[src/rtl/uart_fifo_pkg.sv]
// Shared constants for the UART byte FIFO: default geometry, RX error-bit
// positions and the ERR_W values that select TX or RX mode.
package uart_fifo_pkg;

  localparam int MODE_TX   = 0;
  localparam int MODE_RX   = 3;

  localparam int DEF_WIDTH = 8;
  localparam int DEF_DEPTH = 16;
  localparam int DEF_ERR_W = MODE_TX;

  localparam int ERR_PE    = 0;
  localparam int ERR_FE    = 1;
  localparam int ERR_BI    = 2;

  typedef enum logic [1:0] {
    OP_IDLE = 2'b00,
    OP_POP  = 2'b01,
    OP_PUSH = 2'b10,
    OP_BOTH = 2'b11
  } fifo_op_e;

endpackage

[src/rtl/uart_fifo_ram.sv]
// FIFO storage: synchronous write, asynchronous (fall-through) read.
// The error field only exists when ERR_W > 0.
module uart_fifo_ram
  import uart_fifo_pkg::*;
#(
  parameter int WIDTH = DEF_WIDTH,
  parameter int ERR_W = DEF_ERR_W,
  parameter int DEPTH = DEF_DEPTH,
  localparam int AW   = $clog2(DEPTH),
  localparam int EW   = (ERR_W > 0) ? ERR_W : 1
) (
  input  logic             clk,
  input  logic             we,
  input  logic [AW-1:0]    waddr,
  input  logic [WIDTH-1:0] wdata,
  input  logic [EW-1:0]    werr,
  input  logic [AW-1:0]    raddr,
  output logic [WIDTH-1:0] rdata,
  output logic [EW-1:0]    rerr
);

  logic [WIDTH-1:0] data_mem [DEPTH];

  // data array write port
  always_ff @(posedge clk) begin
    if (we) begin
      data_mem[waddr] <= wdata;
    end
  end

  assign rdata = data_mem[raddr];

  generate
    if (ERR_W > 0) begin : g_err
      logic [EW-1:0] err_mem [DEPTH];

      // error array write port
      always_ff @(posedge clk) begin
        if (we) begin
          err_mem[waddr] <= werr;
        end
      end

      assign rerr = err_mem[raddr];
    end else begin : g_no_err
      logic unused_werr;
      assign unused_werr = ^werr;
      assign rerr        = '0;
    end
  endgenerate

endmodule

[src/rtl/uart_fifo_v2.sv]
// Parametrised UART FIFO with trigger threshold, sticky overrun/underrun
// flags and a running count of stored entries that carry line errors.
module uart_fifo_v2
  import uart_fifo_pkg::*;
#(
  parameter int WIDTH  = DEF_WIDTH,
  parameter int ERR_W  = DEF_ERR_W,
  parameter int DEPTH  = DEF_DEPTH,
  localparam int CNT_W = $clog2(DEPTH) + 1,
  localparam int AW    = $clog2(DEPTH),
  localparam int EW    = (ERR_W > 0) ? ERR_W : 1
) (
  input  logic             clk,
  input  logic             wb_rst_ni,
  input  logic             push,
  input  logic             pop,
  input  logic [WIDTH-1:0] data_in,
  input  logic [EW-1:0]    err_in,
  input  logic             fifo_reset,
  input  logic             reset_status,
  input  logic [CNT_W-1:0] level,
  output logic [WIDTH-1:0] data_out,
  output logic [EW-1:0]    err_out,
  output logic [CNT_W-1:0] count,
  output logic             empty,
  output logic             full,
  output logic             trigger,
  output logic             overrun,
  output logic             underrun,
  output logic             err_any
);

  localparam logic [CNT_W-1:0] DEPTH_C = CNT_W'(DEPTH);
  localparam logic [CNT_W-1:0] ONE_C   = CNT_W'(1);

  logic [AW-1:0]    top_r, bottom_r;
  logic [CNT_W-1:0] count_r, err_cnt_r;
  logic             overrun_r, underrun_r;

  logic [CNT_W-1:0] count_nxt_s, err_cnt_nxt_s, level_eff_s;
  logic             full_s, empty_s, wr_en_s, rd_en_s;
  logic             ov_set_s, un_set_s, err_wr_s, err_rd_s;
  fifo_op_e         op_s;

  uart_fifo_ram #(.WIDTH(WIDTH), .ERR_W(ERR_W), .DEPTH(DEPTH)) u_ram (
    .clk   (clk),
    .we    (wr_en_s),
    .waddr (top_r),
    .wdata (data_in),
    .werr  (err_in),
    .raddr (bottom_r),
    .rdata (data_out),
    .rerr  (err_out)
  );

  // request qualification and next-state arithmetic
  always_comb begin
    full_s        = (count_r == DEPTH_C);
    empty_s       = (count_r == '0);
    // a full FIFO still accepts a push when a pop frees the head slot
    wr_en_s       = push && (!full_s || pop);
    rd_en_s       = pop && !empty_s;
    ov_set_s      = push && full_s && !pop;
    un_set_s      = pop && empty_s;
    err_wr_s      = wr_en_s && (ERR_W > 0) && (|err_in);
    err_rd_s      = rd_en_s && (|err_out);
    op_s          = fifo_op_e'({wr_en_s, rd_en_s});
    count_nxt_s   = count_r;
    err_cnt_nxt_s = err_cnt_r;
    case (op_s)
      OP_PUSH: count_nxt_s = count_r + ONE_C;
      OP_POP:  count_nxt_s = count_r - ONE_C;
      OP_BOTH: count_nxt_s = count_r;
      OP_IDLE: count_nxt_s = count_r;
      default: count_nxt_s = count_r;
    endcase
    if (err_wr_s && !err_rd_s) begin
      err_cnt_nxt_s = err_cnt_r + ONE_C;
    end else if (err_rd_s && !err_wr_s) begin
      err_cnt_nxt_s = err_cnt_r - ONE_C;
    end else begin
      err_cnt_nxt_s = err_cnt_r;
    end
  end

  // pointers, occupancy, error count and sticky flags
  always_ff @(posedge clk or negedge wb_rst_ni) begin
    if (!wb_rst_ni) begin
      top_r      <= '0;
      bottom_r   <= '0;
      count_r    <= '0;
      err_cnt_r  <= '0;
      overrun_r  <= 1'b0;
      underrun_r <= 1'b0;
    end else if (fifo_reset) begin
      top_r      <= '0;
      bottom_r   <= '0;
      count_r    <= '0;
      err_cnt_r  <= '0;
      overrun_r  <= 1'b0;
      underrun_r <= 1'b0;
    end else begin
      if (wr_en_s) begin
        top_r <= top_r + AW'(1);
      end
      if (rd_en_s) begin
        bottom_r <= bottom_r + AW'(1);
      end
      count_r    <= count_nxt_s;
      err_cnt_r  <= err_cnt_nxt_s;
      // a set event in the same cycle beats reset_status
      overrun_r  <= ov_set_s || (overrun_r && !reset_status);
      underrun_r <= un_set_s || (underrun_r && !reset_status);
    end
  end

  // status outputs derived from the registered counters
  always_comb begin
    if (level == '0) begin
      level_eff_s = ONE_C;
    end else begin
      level_eff_s = level;
    end
    count    = count_r;
    empty    = empty_s;
    full     = full_s;
    trigger  = (count_r >= level_eff_s);
    overrun  = overrun_r;
    underrun = underrun_r;
    err_any  = (err_cnt_r != '0);
  end

endmodule

[config.mk]
export PLATFORM = sky130hd
export DESIGN_NAME = uart_fifo_v2
export DESIGN_NICKNAME = d
export VERILOG_FILES = /design/src/rtl/uart_fifo_pkg.sv /design/src/rtl/uart_fifo_ram.sv /design/src/rtl/uart_fifo_v2.sv
export SDC_FILE = /design/constraint.sdc
export NUM_CORES = 1
export LEC_CHECK = 0
export BUFFER_PORTS_ARGS = -buffer_cell sky130_fd_sc_hd__buf_2
export CAP_MARGIN = 20
export CORE_MARGIN = 5
export CORE_UTILIZATION = 45
export CTS_CLUSTER_DIAMETER = 30
export DETAILED_ROUTE_END_ITERATION = 10
export GPL_ROUTABILITY_DRIVEN = 0
export PLACE_DENSITY = 0.71
export SLEW_MARGIN = 20
export SYNTH_ARGS = -nofsm -noshare
export SYNTH_HDL_FRONTEND = slang
export SYNTH_SLANG_ARGS = --single-unit
[constraint.sdc]
create_clock -name clk -period 6 [get_ports clk]
set_input_delay 0.3 -clock clk [delete_from_list [all_inputs] [get_ports clk]]
set_output_delay 0.3 -clock clk [all_outputs]
set_load 0.03 [all_outputs]
Word-level counts from Yosys, hierarchy flattened. Memories as Yosys holds them, arrays and structs flattened. Cells that the tools add are included.

Add/sub/neg operators: 4. Magnitude comparators: 1. Equal/unequal tests: 5. Mux-type cells: 11. Reductions and logical operators: 20.

Operators with widths (count): 4-bit 2-to-1 mux (4); 5-bit zero test (2); 5-bit 2-to-1 mux (2); 5-bit one-hot mux with 2 select lines (1); 4-bit by 1-bit adder with 4-bit output, second input constant (2); 1-bit logical AND (7); 5-bit by 1-bit adder with 5-bit output, second input constant (1); 5-bit == test, second input constant (1); 5-bit greater-or-equal comparator (1); 5-bit by 1-bit subtractor with 5-bit output, second input constant (1); 2-bit == test, second input constant (2); 1-bit zero test (4); 1-bit 2-to-1 mux (4); 2-bit nonzero test (2); 1-bit logical OR (3); 2-bit by 1-bit == test with 1-bit output, second input constant (1); 2-bit zero test (1); 2-bit by 1-bit inequality test with 1-bit output, second input constant (1); 2-bit OR reduction (1).

Bits in registers: 15. Bits in writable memories: 128. Input bits: 20. Output and inout bits: 20. Logic and storage cells: 47. Memories kept: 1.

Memory list: u_ram.data_mem (depth 16, width 8, rd ports 1, clocked after memory_dff 0, wr ports 1, RTL line uart_fifo_ram.sv:22) `logic [WIDTH-1:0] data_mem [DEPTH];`.

Longest topological paths before layout.
Depth in word-level cells: 7. Depth in mapped cells: 13. Mapped depth without buffers: 11.

Modules after synthesis. Synthesis repeated with hierarchy kept, for this count alone.

Cell total of the unflattened synthesis: 360. Area, all modules: 6304.8 um^2.

By module, submodules not included: uart_fifo_ram (instances 1, cells an instance 223, area each 4998.5 um^2, sequential area each 3843.7 um^2); uart_fifo_v2 (instances 1, cells an instance 137, area each 1306.3 um^2, sequential area each 500.5 um^2).

Least setup slack after synthesis. No wires, ideal clock.

Kind: reg-to-reg. Start point: reg count_r[1] (netlist: count[1]). End point: reg count_r[4] (netlist: count[4]). Setup time: 128 ps. Arrival: 2770 ps. Required time: 5872 ps. Path slack: 3102 ps. Stages on the path, launching flop included: 14. Buffers on the path: 2. Clock period less this slack: 2898 ps. Cell sequence: dfrtp_1 > buf_6 > nor4_4 > a31oi_4 > inv_2 > ha_1 > clkbuf_1 > xor2_1 > ha_1 > o21ai_0 > a221o_1 > a21o_1 > xnor2_1 > nor2_1.

Longest elaborated chain between the ends: 7. Elaborated cells between the ends (all ways): 17. Classes of those cells: add/sub: 2; eq/ne: 5; mux: 2; reduce/logical: 8.

RTL lines: from (decl) (RTL line uart_fifo_v2.sv:37) `logic [CNT_W-1:0] count_r, err_cnt_r;`; from (signal assigned) (RTL line uart_fifo_v2.sv:109) `count_r <= count_nxt_s;`; 5-bit == test (RTL line uart_fifo_v2.sv:58) `full_s = (count_r == DEPTH_C);`; 1-bit zero test (RTL line uart_fifo_v2.sv:61) `wr_en_s = push && (!full_s || pop);`; 1-bit logical OR (RTL line uart_fifo_v2.sv:61); 1-bit logical AND (RTL line uart_fifo_v2.sv:61); 2-bit by 1-bit == test with 1-bit output, or another cell as far along (RTL line uart_fifo_v2.sv:70) `case (op_s)`; 5-bit one-hot mux with 2 select lines / 2-bit OR reduction (equally long branches); 5-bit 2-to-1 mux / 2-bit by 1-bit inequality test with 1-bit output (equally long branches).

Several ways; a longest one is shown, not always the timed one. A chain may end at the register's enable or synchronous reset.

Worst setup path in the final report. Ends and elaborated chain as after synthesis.

==> results.ini <==
[critical_path]
arrival_ns = 3.36
cp-end-kind = flip-flop
crit_family = compound AO/OA/AOI/OAI gates
worst_path_most_repeated_cell = ha_1
path_buf_inv = 1
r2r_end = count[4]
crit_start = count[1]
crit_end = count[4]
critical_path.cell_chain = nor4_4, a31oi_4, inv_2, ha_1, ha_1, a31o_2, a221o_1, a21o_1, xnor2_1, nor2_1
required_ns = 6.28
max_stage_delay_ns = 0.49
slowest_stage = dfrtp_1
r2r-start = count[1]
cp_max_fo = 9
r2r_cells = 10
reg2reg_slack_ns = 2.92
critical_path_class = reg2reg
cp-start-kind = flip-flop
cp.depth = 10

[synthesis]
netlist.area_leader.share = 0.6276
async_reset_ff_frac = 0.1049
syn_area_per_cell_um2 = 16.16
synthCells = 379
ys_seq_elements = 143
synth_area_leader_cell = edfxtp_1
synth_area_um2 = 6125
synth_area_leaders = edfxtp_1, dfrtp_1, mux4_2, mux2i_1, ha_1
synth_edf_count = 128
synth_ff_type = edfxtp_1
synth_cell_types = 40
yosysWarnings = 0
ys_seq_area_frac = 0.6889

[clock_tree]
cts_buffers = 17
clock_latency_ns = 0.40
cts_buffer_depth = 2
htree_levels = 4
post_cts_buffers = 0
cts_tree = built
cts_root_buf = clkbuf_16
clkTransAtPathRegs_ns = 0.06
cts.sinks = 143

[sta]
grt_setup_unrepaired = false
clock_skew_ns = 0.007775
tns_ns = 0
tightest_slew_ns = 0.8916
finalHoldViolations = 0
relSlewSlack = 0.4056
fmax_ghz = 0.3251
finalCritPeriodShare = 0.5126
drv_slew = 0
setup-violations-final = 0
min_period_ns = 3.076
fin_hold_ws_ns = 0.1466

[job]
maxCapViolCount = 0

[status]
outcome = finished, final reports clean

[floorplan]
die_y_um = 126.7
rows = 42
initial_utilization = 0.4607
dieWidth_um = 126.7
core_area_um2 = 13300
ios = 40
die_area_um2 = 16040

[grt]
grt.overflow.total = 0
first_global_vias = 3296
antenna_found_initial = 0
grt_usage = 0.1415
grt_max_degree = 36
grt_pass1_wl_um = 17550

[place]
numPortBuffers = 36
dp_hpwl_um = 7406
dpl-instance-area_um2 = 6424

[power]
ir_worst_vdd_v = 0.0002048
power.density_nw_per_um2 = 386.2
fin_total_pwr_mw = 2.688
p_leak_nw = 2.431

[detailed_routing]
dr.pass1.iters = 4
wl_met3_um = 357
viasPerCell = 5.330
met2_length_um = 5366
vias = 3230
drtAntennaViolNets = 0
drc_errors = 0
top_layer = met4
drtIter0Drc = 241
wirelength_um = 10660
wire_per_inst_um = 17.59
drt-met1-wl_um = 4698

[worst_hold_path]
worstHoldPathType = in2reg

[finish]
area_growth_pct = 13.63
final_cell_mix = edfxtp_1, buf_2, mux2i_1
diodes = 0
nNetsFinal = 451
postLayoutCellArea_um2 = 6959
final_common_cell = edfxtp_1
layout-drive-gt1-share = 0.2256

## area by class of cell
type / count / area (um^2)
well taps: 176 / 220.2
inverters: 13 / 48.80
flip-flops and latches: 143 / 4220
multi-input cells: 204 / 1747
clock inverters: 14 / 96.34
clock buffers: 18 / 429.2
fillers: 1059 / 6336
repair buffers: 38 / 197.7
## power by group
group | total [mW] | internal (mW) | switching (mW)
Combinational | 0.593 | 0.262 | 0.331
Sequential | 1.18 | 1.12 | 0.0629
Clock | 0.915 | 0.525 | 0.390
## state kept, by name (all words and copies together), names as in the netlist
register and flops:
bottom_r 4, underrun 1, count 5, overrun 1, u_ram.data_mem 128, top_r 4
## Yosys cell counts, types with 2 or more instances
| master | n |
|---|---|
| a21o_1 | 2 |
| a21oi_1 | 15 |
| a221o_1 | 2 |
| a221oi_1 | 8 |
| a22oi_1 | 9 |
| and2_1 | 18 |
| buf_2 | 3 |
| buf_4 | 6 |
| buf_6 | 2 |
| clkbuf_1 | 8 |
| dfrtp_1 | 15 |
| edfxtp_1 | 128 |
| ha_1 | 14 |
| inv_1 | 12 |
| mux2_2 | 8 |
| mux2i_1 | 26 |
| mux4_2 | 16 |
| nand2_1 | 14 |
| nand2b_1 | 3 |
| nand3_1 | 2 |
| nor2_1 | 18 |
| nor2b_1 | 4 |
| nor3_1 | 2 |
| o21ai_0 | 20 |
| xnor2_1 | 3 |
| xor2_1 | 7 |
## tightest hold or removal path: cells and delay by family
family | cells | cell delay [ns]
simple gates | 1 | 0.07
compound gates | 1 | 0.05
buf+inv | 1 | 0.09
## metrics by stage
step | std cells | utilization | setup slack (ns)
3_5_place_dp | 573 | 0.4832 | 2.929
6_report | 606 | 0.5234 | 2.924
4_1_cts | 606 | 0.5234 | 2.870
5_1_grt | 606 | 0.5234 | 2.710
3_3_place_gp | 573 | 0.4830 | 3.015
2_1_floorplan | 380 | - | 3.102
## worst min path at each step
stage	startpoint	to	slack, ns	cells past startpoint
floorplan	wb_rst_ni	bottom_r[0]	0.004	0
global placement	wb_rst_ni	count[0]	0.23	1
detailed placement	wb_rst_ni	count[0]	0.23	1
CTS	pop	underrun	0.14	3
global route	pop	underrun	0.14	3
finish	pop	underrun	0.15	3
## repair_timing
action                     in CTS  in global routing
hold endpoints to repair       15                  0
gates resized for setup         0                  0
hold buffers                    1                  0
setup endpoints to repair       0                  0
## metal layers
metal	GRT usage	vias up
met5	0	-
li1	-	1536
met3	0.03615	19
met1	0.1800	1614
met2	0.2344	61
met4	0.05363	0
## logic make-up (layout without fill, tap and decap cells)
logic type / after synthesis / after routing / synth area share
XOR/XNOR: 10 / 10 / 0.01430
multiplexers: 50 / 50 / 0.1160
AND/OR/NAND/NOR: 67 / 67 / 0.05884
adder cells (fa/ha/maj): 14 / 14 / 0.02860
buffers and inverters: 33 / 83 / 0.02696
AO/OA/AOI/OAI: 61 / 61 / 0.06578
flip-flops: 143 / 143 / 0.6889
other: 1 / 2 / 0.0006123
Power figures use the tool's default switching activity.
